[src/rtl/aes_pkg.sv]
// aes_pkg: shared AES constants, types and helpers for the decryption datapath.
//   AES_NB      - columns per state (4)
//   AES_BYTE_W  - bits per byte (8)
//   AES_POLY    - low byte of the GF(2^8) reduction polynomial x^8+x^4+x^3+x+1
//   aes_byte_t / aes_col_t / aes_state_t - byte, 4-byte column, 4-column state
//     (column c occupies bits [32c+31:32c], row r of a column bits [8r+7:8r])
//   imc_fsm_e   - InvMixColumns engine FSM states
//   xtime()     - multiply by x (0x02) in GF(2^8)
package aes_pkg;

    localparam int unsigned AES_NB     = 4;
    localparam int unsigned AES_BYTE_W = 8;
    localparam logic [7:0]  AES_POLY   = 8'h1B;

    typedef logic [AES_BYTE_W-1:0] aes_byte_t;
    typedef aes_byte_t [3:0]       aes_col_t;
    typedef aes_col_t [AES_NB-1:0] aes_state_t;

    typedef enum logic [1:0] {
        StIdle,
        StBusy,
        StDone
    } imc_fsm_e;

    function automatic aes_byte_t xtime(input aes_byte_t b);
        return {b[6:0], 1'b0} ^ (b[7] ? AES_POLY : 8'h00);
    endfunction

endpackage

[src/rtl/inv_mix_columns_seq_if.sv]
// inv_mix_columns_seq_if: valid/ready bus of the InvMixColumns engine.
//   in_valid/in_ready/in_state    - input state handshake (producer -> engine)
//   out_valid/out_ready/out_state - result handshake (engine -> consumer)
//   busy                          - engine is transforming columns
// Modports: master = environment around the engine, slave = the engine itself.
interface inv_mix_columns_seq_if;
    import aes_pkg::*;

    logic       in_valid;
    logic       in_ready;
    aes_state_t in_state;
    logic       out_valid;
    logic       out_ready;
    aes_state_t out_state;
    logic       busy;

    modport master (
        output in_valid, in_state, out_ready,
        input  in_ready, out_valid, out_state, busy
    );

    modport slave (
        input  in_valid, in_state, out_ready,
        output in_ready, out_valid, out_state, busy
    );

endinterface

[src/rtl/inv_mix_column.sv]
// inv_mix_column: combinational AES InvMixColumns on a single column.
//   col_i - input column, rows a0..a3
//   col_o - output column, b_r = 0e.a_r ^ 0b.a_r+1 ^ 0d.a_r+2 ^ 09.a_r+3 (row indices mod 4)
// Constant multiplies are xtime chains only; no general GF multiplier.
module inv_mix_column
    import aes_pkg::*;
(
    input  aes_col_t col_i,
    output aes_col_t col_o
);

    aes_col_t x2, x4, x8;
    aes_col_t m9, mb, md, me;

    always_comb begin
        for (int r = 0; r < 4; r++) begin
            x2[r] = xtime(col_i[r]);
            x4[r] = xtime(x2[r]);
            x8[r] = xtime(x4[r]);
            m9[r] = x8[r] ^ col_i[r];
            mb[r] = x8[r] ^ x2[r] ^ col_i[r];
            md[r] = x8[r] ^ x4[r] ^ col_i[r];
            me[r] = x8[r] ^ x4[r] ^ x2[r];
        end
    end

    assign col_o[0] = me[0] ^ mb[1] ^ md[2] ^ m9[3];
    assign col_o[1] = me[1] ^ mb[2] ^ md[3] ^ m9[0];
    assign col_o[2] = me[2] ^ mb[3] ^ md[0] ^ m9[1];
    assign col_o[3] = me[3] ^ mb[0] ^ md[1] ^ m9[2];

endmodule

[src/rtl/inv_mix_columns_seq.sv]
// inv_mix_columns_seq: iterative AES InvMixColumns engine.
//   clk    - rising-edge clock
//   rst_n  - asynchronous active-low reset; discards any state in flight
//   bus_io - inv_mix_columns_seq_if.slave: in_valid/in_ready/in_state,
//            out_valid/out_ready/out_state, busy
// Default build: one column per cycle, 4-cycle latency, one state per 6 cycles.
// INV_MIX_COLUMNS_UNROLL_EN: four column units in parallel, 1-cycle latency.
// All handshake outputs are registered, so there is no in_valid->in_ready or
// out_ready->out_valid combinational path.
module inv_mix_columns_seq
    import aes_pkg::*;
(
    input logic                   clk,
    input logic                   rst_n,
    inv_mix_columns_seq_if.slave  bus_io
);

    imc_fsm_e   fsm_q, fsm_d;
    aes_state_t data_q, data_d;
    logic       in_ready_q, in_ready_d;
    logic       out_valid_q, out_valid_d;
    logic       busy_q, busy_d;

`ifdef INV_MIX_COLUMNS_UNROLL_EN
    aes_state_t mixed;

    for (genvar c = 0; c < AES_NB; c++) begin : g_col
        inv_mix_column u_col (
            .col_i (data_q[c]),
            .col_o (mixed[c])
        );
    end
`else
    logic [1:0] col_cnt_q, col_cnt_d;
    aes_col_t   col_in, col_out;

    assign col_in = data_q[col_cnt_q];

    inv_mix_column u_col (
        .col_i (col_in),
        .col_o (col_out)
    );
`endif

    always_comb begin
        fsm_d  = fsm_q;
        data_d = data_q;
`ifndef INV_MIX_COLUMNS_UNROLL_EN
        col_cnt_d = col_cnt_q;
`endif
        unique case (fsm_q)
            StIdle: begin
                if (bus_io.in_valid) begin
                    data_d = bus_io.in_state;
`ifndef INV_MIX_COLUMNS_UNROLL_EN
                    col_cnt_d = 2'd0;
`endif
                    fsm_d = StBusy;
                end
            end
            StBusy: begin
`ifdef INV_MIX_COLUMNS_UNROLL_EN
                data_d = mixed;
                fsm_d  = StDone;
`else
                data_d[col_cnt_q] = col_out;
                col_cnt_d         = col_cnt_q + 2'd1;  // wraps to 0 after column 3
                if (col_cnt_q == 2'd3) begin
                    fsm_d = StDone;
                end
`endif
            end
            StDone: begin
                if (bus_io.out_ready) begin
                    fsm_d = StIdle;
                end
            end
            default: fsm_d = StIdle;
        endcase

        // Outputs are registered copies of the next-state decode.
        in_ready_d  = (fsm_d == StIdle);
        out_valid_d = (fsm_d == StDone);
        busy_d      = (fsm_d == StBusy);
    end

    always_ff @(posedge clk or negedge rst_n) begin
        if (!rst_n) begin
            fsm_q       <= StIdle;
            data_q      <= '0;
            in_ready_q  <= 1'b1;
            out_valid_q <= 1'b0;
            busy_q      <= 1'b0;
`ifndef INV_MIX_COLUMNS_UNROLL_EN
            col_cnt_q   <= 2'd0;
`endif
        end else begin
            fsm_q       <= fsm_d;
            data_q      <= data_d;
            in_ready_q  <= in_ready_d;
            out_valid_q <= out_valid_d;
            busy_q      <= busy_d;
`ifndef INV_MIX_COLUMNS_UNROLL_EN
            col_cnt_q   <= col_cnt_d;
`endif
        end
    end

    assign bus_io.in_ready  = in_ready_q;
    assign bus_io.out_valid = out_valid_q;
    assign bus_io.out_state = data_q;
    assign bus_io.busy      = busy_q;

endmodule

[src/flat_wrapper.sv]
// flat-port wrapper written by rule: the top's interface ports become plain ports
module inv_mix_columns_seq_flat import aes_pkg::*;
  (clk, rst_n, bus_io_in_valid, bus_io_in_state, bus_io_out_ready, bus_io_in_ready, bus_io_out_valid, bus_io_out_state, bus_io_busy);
  inv_mix_columns_seq_if bus_io_i ();
  input logic clk;
  input logic rst_n;
  input wire logic [$bits(bus_io_i.in_valid)-1:0] bus_io_in_valid;
  input wire logic [$bits(bus_io_i.in_state)-1:0] bus_io_in_state;
  input wire logic [$bits(bus_io_i.out_ready)-1:0] bus_io_out_ready;
  output wire logic [$bits(bus_io_i.in_ready)-1:0] bus_io_in_ready;
  output wire logic [$bits(bus_io_i.out_valid)-1:0] bus_io_out_valid;
  output wire logic [$bits(bus_io_i.out_state)-1:0] bus_io_out_state;
  output wire logic [$bits(bus_io_i.busy)-1:0] bus_io_busy;
  assign bus_io_i.in_valid = bus_io_in_valid;
  assign bus_io_i.in_state = bus_io_in_state;
  assign bus_io_i.out_ready = bus_io_out_ready;
  assign bus_io_in_ready = bus_io_i.in_ready;
  assign bus_io_out_valid = bus_io_i.out_valid;
  assign bus_io_out_state = bus_io_i.out_state;
  assign bus_io_busy = bus_io_i.busy;
  inv_mix_columns_seq u_core (.clk(clk), .rst_n(rst_n), .bus_io(bus_io_i));
endmodule
[config.mk]
export PLATFORM = sky130hd
export DESIGN_NAME = inv_mix_columns_seq_flat
export DESIGN_NICKNAME = d
export VERILOG_FILES = /design/src/rtl/aes_pkg.sv /design/src/rtl/inv_mix_columns_seq_if.sv /design/src/rtl/inv_mix_column.sv /design/src/rtl/inv_mix_columns_seq.sv /design/src/flat_wrapper.sv
export SDC_FILE = /design/constraint.sdc
export NUM_CORES = 1
export LEC_CHECK = 0
export CAP_MARGIN = 20
export CORE_UTILIZATION = 65
export CTS_CLUSTER_DIAMETER = 200
export DETAILED_ROUTE_END_ITERATION = 10
export DONT_BUFFER_PORTS = 1
export GPL_TIMING_DRIVEN = 0
export PLACE_DENSITY = 0.86
export SLEW_MARGIN = 0
export SYNTH_ARGS = -nofsm -noshare
export SYNTH_HDL_FRONTEND = slang
export SYNTH_HIERARCHICAL = 1
export SYNTH_SLANG_ARGS = --single-unit
[constraint.sdc]
create_clock -name clk -period 10.4 [get_ports clk]
set_input_delay 2.08 -clock clk [delete_from_list [all_inputs] [get_ports clk]]
set_output_delay 2.08 -clock clk [all_outputs]
set_load 0.005 [all_outputs]
-- Word-level counts from Yosys, hierarchy flattened
Cells that the tools add are included.
W data, S select, Z words.
- word-level logic and storage cells: 108
- bits of input ports: 132
- output and inout bits: 131
- register bits: 135
- equal/unequal tests: 6
- order comparisons: 2
- add/subtract/negate cells: 1
- reductions and logical operators: 5
- bitwise operators: 48
- multiplexer cells: 25
- operator list (operator ; number):
    $xor A8 B8 Y8 ; 37
    $pmux W128 S2 ; 1
    $bwmux W128 ; 1
    $mux W128 ; 1
    $xor A8 B5 Y8 ; 11
    $bmux W32 S2 ; 1
    $demux W32 S2 ; 1
    $mux W32 ; 2
    $mux W5 ; 12
    $mux W2 ; 4
    $eq A2 B2 Y1 const B ; 3
    $pmux W2 S3 ; 1
    $eq A2 B1 Y1 const B ; 2
    $logic_not A2 Y1 ; 2
    $pmux W2 S2 ; 1
    $lt A2 B3 Y1 const B ; 1
    $add A2 B1 Y2 const B ; 1
    $ge A2 B1 Y1 const B ; 1
    $ne A2 B2 Y1 const B ; 1
    $reduce_and A2 Y1 ; 1
    $reduce_bool A2 Y1 ; 1
    $logic_and A1 B1 Y1 ; 1

-- Depth between registers and ports, before layout
Gate-level depths: netlist of run 1.
- depth after elaboration: 15
- depth in mapped cells: 11
- depth with buffers taken out: 8

-- By module
Netlist of run 1, hierarchy kept.
- modules (own cells, without submodules) (module ; sequential area each (sq um) ; area an instance (sq um) ; times used ; cells each):
    inv_mix_columns_seq ; 3379.5 ; 8310.5 ; 1 ; 758
    inv_mix_column ; 0.0 ; 2252.2 ; 1 ; 207

-- Worst setup path after synthesis of run 1
No wires, ideal clock.
- kind: register to register
- start point: register u_core.col_cnt_q[0]
- end point: register u_core.data_q, in the netlist u_core/bus_io.out_state[12]
- data arrival time: 3.183 ns
- buffers on the path: 3
- data required time: 10.275 ns
- cell stages (with the launch flop): 12
- library setup time: 0.125 ns
- setup slack: 7.093 ns
- period minus slack after synthesis: 3.307 ns
- cells stage by stage: dfrtp_1 -> buf_2 -> buf_2 -> mux4_2 -> buf_6 -> xor3_2 -> xnor3_2 -> xnor2_2 -> xnor2_1 -> nand2_1 -> mux2i_1 -> mux2_2
- RTL lines (item ; RTL line ; source):
    start, declared ; inv_mix_columns_seq.sv:34 ; logic [1:0] col_cnt_q, col_cnt_d;
    start signal, assigned ; inv_mix_columns_seq.sv:104 ; col_cnt_q <= col_cnt_d;
    end signal, assigned ; inv_mix_columns_seq.sv:99 ; data_q <= data_d;
    end, declared ; inv_mix_columns_seq.sv:19 ; aes_state_t data_q, data_d;

==> results of run 1 <==
==> per-layer routing <==
layer  vias to the layer above  global-route usage [%]  part of all wire (%)
met3                        91                    10.1                    10
met1                      3669                    46.2                    38
li1                       3187                       -                     -
met4                         0                    17.0                   3.9
met5                         -                       0                     0
met2                       495                    59.7                    48
==> cells in the final DEF, fill, tap and decap left out <==
cell,n
inv_6,2
a21oi_1,2
a21boi_0,1
buf_8,1
o21bai_1,1
bufinv_16,3
xnor2_2,7
xnor3_2,1
xor3_1,2
ha_1,4
xnor3_1,26
nand2b_1,1
xor2_2,2
buf_4,12
buf_6,9
nand2b_4,1
mux4_2,32
mux2_2,129
clkinv_2,3
a22o_1,3
clkbuf_16,17
xnor2_1,117
dfrtp_1,134
clkbuf_1,23
clkbuf_8,3
and2b_1,1
inv_1,130
a21oi_2,4
nor2_1,1
xor2_1,36
clkinvlp_4,3
buf_2,24
mux2i_1,128
nand2_1,132
dfstp_2,1
xor3_2,1
==> worst paths after layout <==
path | start | endpoint | slack, ns | depth (start not counted)
min in group asynchronous | rst_n | u_core/bus_io.out_state[37] | 1.35 | 0
hold / removal | u_core/bus_io.out_state[105] | u_core/bus_io.out_state[105] | 0.56 | 1
setup reg to reg | u_core/col_cnt_q[1] | u_core/bus_io.out_state[76] | 6.05 | 11
setup / recovery | u_core/col_cnt_q[1] | u_core/bus_io.out_state[76] | 6.05 | 11
hold reg to reg | u_core/bus_io.out_state[105] | u_core/bus_io.out_state[105] | 0.56 | 1
max in group asynchronous | rst_n | u_core/bus_io.out_state[92] | 8.75 | 0
==> sequential cells by signal (all words and copies together), names as in the netlist <==
register / cells
u_core/bus_io.out_state: 128
u_core/col_cnt_q: 2
u_core/fsm_q: 2
u_core/bus_io.busy: 1
u_core/bus_io.in_ready: 1
u_core/bus_io.out_valid: 1
==> logic make-up (layout without fill, tap and decap cells) <==
logic type | Yosys count | count (layout)
AO/OA/AOI/OAI | 11 | 11
XOR/XNOR | 192 | 192
adder cells (fa/ha/maj) | 4 | 4
buffers and inverters | 198 | 230
flip-flops | 135 | 135
multiplexers | 289 | 289
AND/OR/NAND/NOR | 136 | 136
==> cell type report <==
| class | count | area (µm²) | share of cell area [%] |
|---|---|---|---|
| Buffer | 68 | 409 | 3.57 |
| Clock buffer | 21 | 470 | 4.11 |
| Clock inverter | 11 | 145 | 1.27 |
| Inverter | 130 | 488 | 4.26 |
| Multi-Input combinational cell | 632 | 6290 | 54.9 |
| Sequential cell | 135 | 3380 | 29.5 |
| Tap cell | 216 | 270 | 2.36 |
==> through the flow <==
step / instances / setup slack (ns)
2_1_floorplan: 965 / 7.09
3_3_place_gp: 1181 / 6.26
3_5_place_dp: 1181 / 6.14
4_1_cts: 1213 / 6.10
5_1_grt: 1213 / 5.94
6_report: 1213 / 6.05
==> worst max-delay path: cells and delay by family, from the launching register on <==
kind | cells | cell delay (ns)
buffers and inverters | 3 | 1.25
AND/OR/NAND/NOR | 1 | 0.15
flip-flops | 1 | 0.38
XOR/XNOR | 4 | 1.73
multiplexers | 3 | 0.77
==> flow_summary_export.csv, run 1 <==
group,metric,value,unit
synth,syn_inst,965,
synth,ys_seq_elements,135,
clocking,cts_buffers,17,
synth,yosys_warnings,6,
synth,synth_fa_ha_area_share,0.474,%
die,io_pins,263,
grt,grt_usage,36.9,%
placed_design,place_congestion,0.960,
routing,drc,0,
timing,setup_violations,0,
routing,post_drt_wl_per_cell,24.7,µm
finish,nets,1120,
finish,drive_gt1_share,25.6,%
finish,antenna_cells,0,
finish,fin_area,11400,µm²
clocking,cts_setup_buffers,0,
synth,synth_edf_count,0,
die,die_h,129,µm
routing,via_per_inst,6.14,
routing,vias,7442,
critical_path,slowest_stage,"clkbuf_1",
grt,grt_pass1_wl,44600,µm
routing,ant_nets,0,
synth,synth-compound-area-share,0.817,%
synth,synth_area_leader_cell,"dfrtp_1",
finish,fillerInstances,1123,
grt,grt_max_degree,136,
timing,finalCritPeriodShare,41.9,%
clocking,clk_latency,0.43,ns
synth,async_flop_share,100,%
synth,avgSynthCellArea,10.9,µm²
synth,synth_area,10600,µm²
critical_path,crit_arrival,4.72,ns
synth,muxShareOfSynthArea,32.7,%
synth,synth_top_family_by_area,"multiplexers",
synth,syn_nets,1101,
die,rows,46,
timing,finalClockSkew,0.00852,ns
critical_path,path_class,"reg -> reg",
critical_path,crit_path_frequent_cell,"clkbuf_1",
synth,ys_top_cells_by_area,"dfrtp_1, mux2_2, mux2i_1",
timing,setup_tns,0,ns
synth,netlist-cell-type-count,30,
clocking,clockRootBuffer,"clkbuf_16",
critical_path,crit_chain,"clkbuf_1 > clkbuf_1 > mux4_2 > buf_6 > xor3_2 > xnor3_2 > xnor2_2 > xnor2_1 > nand2_1 > mux2i_1 > mux2_2",
flow_run,drv_cap,0,
timing,hold_violations,0,
timing,max_freq,230,MHz
critical_path,worstSetupStartpointType,"register",
finish,area_growth,8.39,%
timing,fin_crit,4.35,ns
synth,netlist.area_leader.share,31.7,%
synth,yosys.area_share.simple,4.99,%
synth,synth.most_common_cell,"dfrtp_1",
placed_design,dp_hpwl,21800,µm
placed_design,io_buffers,0,
critical_path,critPathMaxStageDelay,0.69,ns
timing,worst_pin_slew,0.913,ns
clocking,path_clk_slew,0.06,ns
timing,whs,0.562,ns
routing,drtPass1Iterations,5,
clocking,cts_resized,0,
synth,ys.flop_type,"dfrtp_1",
min_path,hold_class,"reg -> reg",
critical_path,crit_fanout,10,
timing,rsz0062_at_grt,"false",
die,die_w,129,µm
die,initial_core_util,66.5,%
grt,globalRouteOverflowTotal,0,
grt,antenna_found_initial,0,
clocking,cts_tree,"built",
routing,drt_wl_total,30000,µm
die,coreArea,15900,µm²
grt,grt_pass1_vias,7545,
clocking,ctsHoldBuffers,0,
clocking,cts_max_path_buffers,2,
run_status,status,"finished clean",
timing,slew_headroom,39.1,%
routing,drtIter0Drc,660,
clocking,cts.sinks,135,
clocking,htreeDepth,4,
placed_design,place_area,10800,µm²
critical_path,required,10.77,ns
synth,synthTopCellsByCount,"dfrtp_1, nand2_1, inv_1, mux2_2, mux2i_1",
finish,finish.utilization,72.1,%
synth,synthXorXnorAreaFrac,20.5,%
critical_path,crit_path_end_kind,"register",
die,fp.dieArea,16800,µm²
synth,synth-seq-area-share,32.0,%
timing,final_max_slew_viol_count,0,
Power of run 1 is left out: the tool's default activity adds up to more than one toggle a clock period on the data nets, which glitch-free logic cannot reach.
==> run 2, diff against run 1 <==
Settings changed: CORE_UTILIZATION 65 to 59, PLACE_DENSITY 0.86 to 0.83.
Clock period 10.4 ns to 3.9 ns, I/O delays scaled along.
==> run 2 against run 1 <==
Net effect:
- hold slack got worse by 0.52 ns
- die area is 10% higher
- setup slack worse by 5.9 ns
- global-route usage shrank 2.3 points
- first-iteration DRC count decreased by 3.8%
- clock skew grew 0.0015 ns
- non-clock buffer count is 1 lower
- critical path type unchanged
==> flow_summary_export.csv, run 2 (synthesis gave the netlist of run 1 again) <==
group,metric,value,unit
min_path,hold_class,"in -> async",
clocking,cts_buffers,17,
placed_design,dp_cells,1190,
placed_design,dp_hpwl,22400,µm
finish,drive_gt1_share,27.7,%
critical_path,crit_arrival,4.17,ns
timing,fin_crit,3.80,ns
grt,antenna_found_initial,0,
routing,drtPass1Iterations,5,
flow_run,drv_cap,0,
die,fp.dieArea,18400,µm²
clocking,htreeDepth,4,
routing,drt_wl_total,30900,µm
finish,antenna_cells,0,
routing,via_per_inst,6.08,
die,rows,48,
critical_path,path_class,"reg -> reg",
clocking,cts_tree,"built",
die,initial_core_util,60.6,%
critical_path,required,4.27,ns
critical_path,crit_fanout,10,
finish,largest_reg_flops,128,
placed_design,place_ws,-0.377,ns
finish,area_growth,9.93,%
grt,grt_pass1_wl,45500,µm
grt,grt_usage,34.6,%
clocking,path_clk_slew,0.06,ns
finish,nets,1119,
placed_design,io_buffers,0,
clocking,cts_max_path_buffers,2,
timing,finalClockSkew,0.0100,ns
die,die_h,136,µm
placed_design,place_congestion,0.973,
routing,drc,0,
finish,mostFrequentLayoutCells,"dfrtp_1, nand2_1, inv_1",
die,io_pins,263,
grt,grt_max_degree,136,
routing,drtIter0Drc,635,
timing,slew_headroom,53.6,%
die,coreArea,17400,µm²
grt,grt_pass1_vias,7598,
finish,final_common_cell,"dfrtp_1",
timing,finalWorstSetupSlack,0.102,ns
die,die_w,136,µm
routing,post_drt_wl_per_cell,25.3,µm
clocking,clk_latency,0.43,ns
clocking,clockRootBuffer,"clkbuf_16",
finish,final_cells,1221,
timing,final_max_slew_viol_count,0,
timing,worst_pin_slew,0.696,ns
critical_path,worstSetupStartpointType,"register",
routing,ant_nets,0,
timing,rsz0062_at_grt,"false",
routing,vias,7420,
finish,finish.utilization,66.7,%
timing,max_freq,263,MHz
clocking,cts_setup_buffers,0,
timing,whs,0.0458,ns
finish,fillerInstances,1379,
timing,finalCritPeriodShare,97.4,%
run_status,status,"finished clean",
timing,setup_violations,0,
timing,hold_violations,0,
critical_path,crit_path_end_kind,"register",
grt,globalRouteOverflowTotal,0,
clocking,cts.sinks,135,
## run 2: cell types whose count changed in the layout (fill, tap and decap cells not counted), sizes merged
cell / before / now
buf: 46 / 45
bufinv: 3 / 2
clkbuf: 43 / 41
clkinv: 3 / 8
inv: 132 / 130
## run 2: cell type report
type,instances,area [µm²],area share [%]
buffer,67,432,3.72
clock inverter,13,130,1.12
sequential,135,3380,29.1
inverter,130,488,4.20
multi-input combinational,632,6450,55.5
clock buffer,19,453,3.90
tap,225,282,2.42
## run 2: timing repair
action                                  4_1_cts  5_1_grt
endpoints found under the setup margin       93       59
resized for setup                            10       21
pin swaps                                     0        0
hold buffers                                  0        0
## run 2: layer usage
layer	GRT usage, %	part of all wire [%]	vias up
met5	0	0	-
met4	15.3	3.8	0
met3	8.42	9.8	81
met2	56.9	48	443
met1	43.0	38	3710
li1	-	-	3186
## run 2: final timing paths
check | cells past startpoint | slack [ns] | to | startpoint
setup / recovery | 11 | 0.10 | u_core/bus_io.out_state[76] | u_core/col_cnt_q[0]
hold / removal | 0 | 0.05 | u_core/bus_io.out_state[38] | rst_n
setup reg to reg | 11 | 0.10 | u_core/bus_io.out_state[76] | u_core/col_cnt_q[0]
hold reg to reg | 1 | 0.56 | u_core/bus_io.out_state[82] | u_core/bus_io.out_state[82]
max in group asynchronous | 0 | 3.51 | u_core/bus_io.out_state[39] | rst_n
min in group clk | 1 | 0.56 | u_core/bus_io.out_state[82] | u_core/bus_io.out_state[82]
## run 2: worst max-delay path, stage by stage (launching register included)
cell      delay, ns
dfrtp_1        0.40
clkbuf_4       0.26
buf_6          0.25
mux4_2         0.56
buf_6          0.17
xor3_2         0.50
xnor3_2        0.51
xnor2_2        0.20
xnor2_2        0.36
nand2_1        0.12
mux2i_1        0.21
mux2_2         0.19
## run 2: stage by stage
stage / cell area, µm² / TNS (ns)
after CTS: 11500 / 0
after detailed placement: 10800 / -17.20
after global placement: 10800 / -11.69
after floorplan: 10600 / 0
after global routing: 11600 / 0
final: 11600 / 0
Power of run 2 is left out for the same reason.
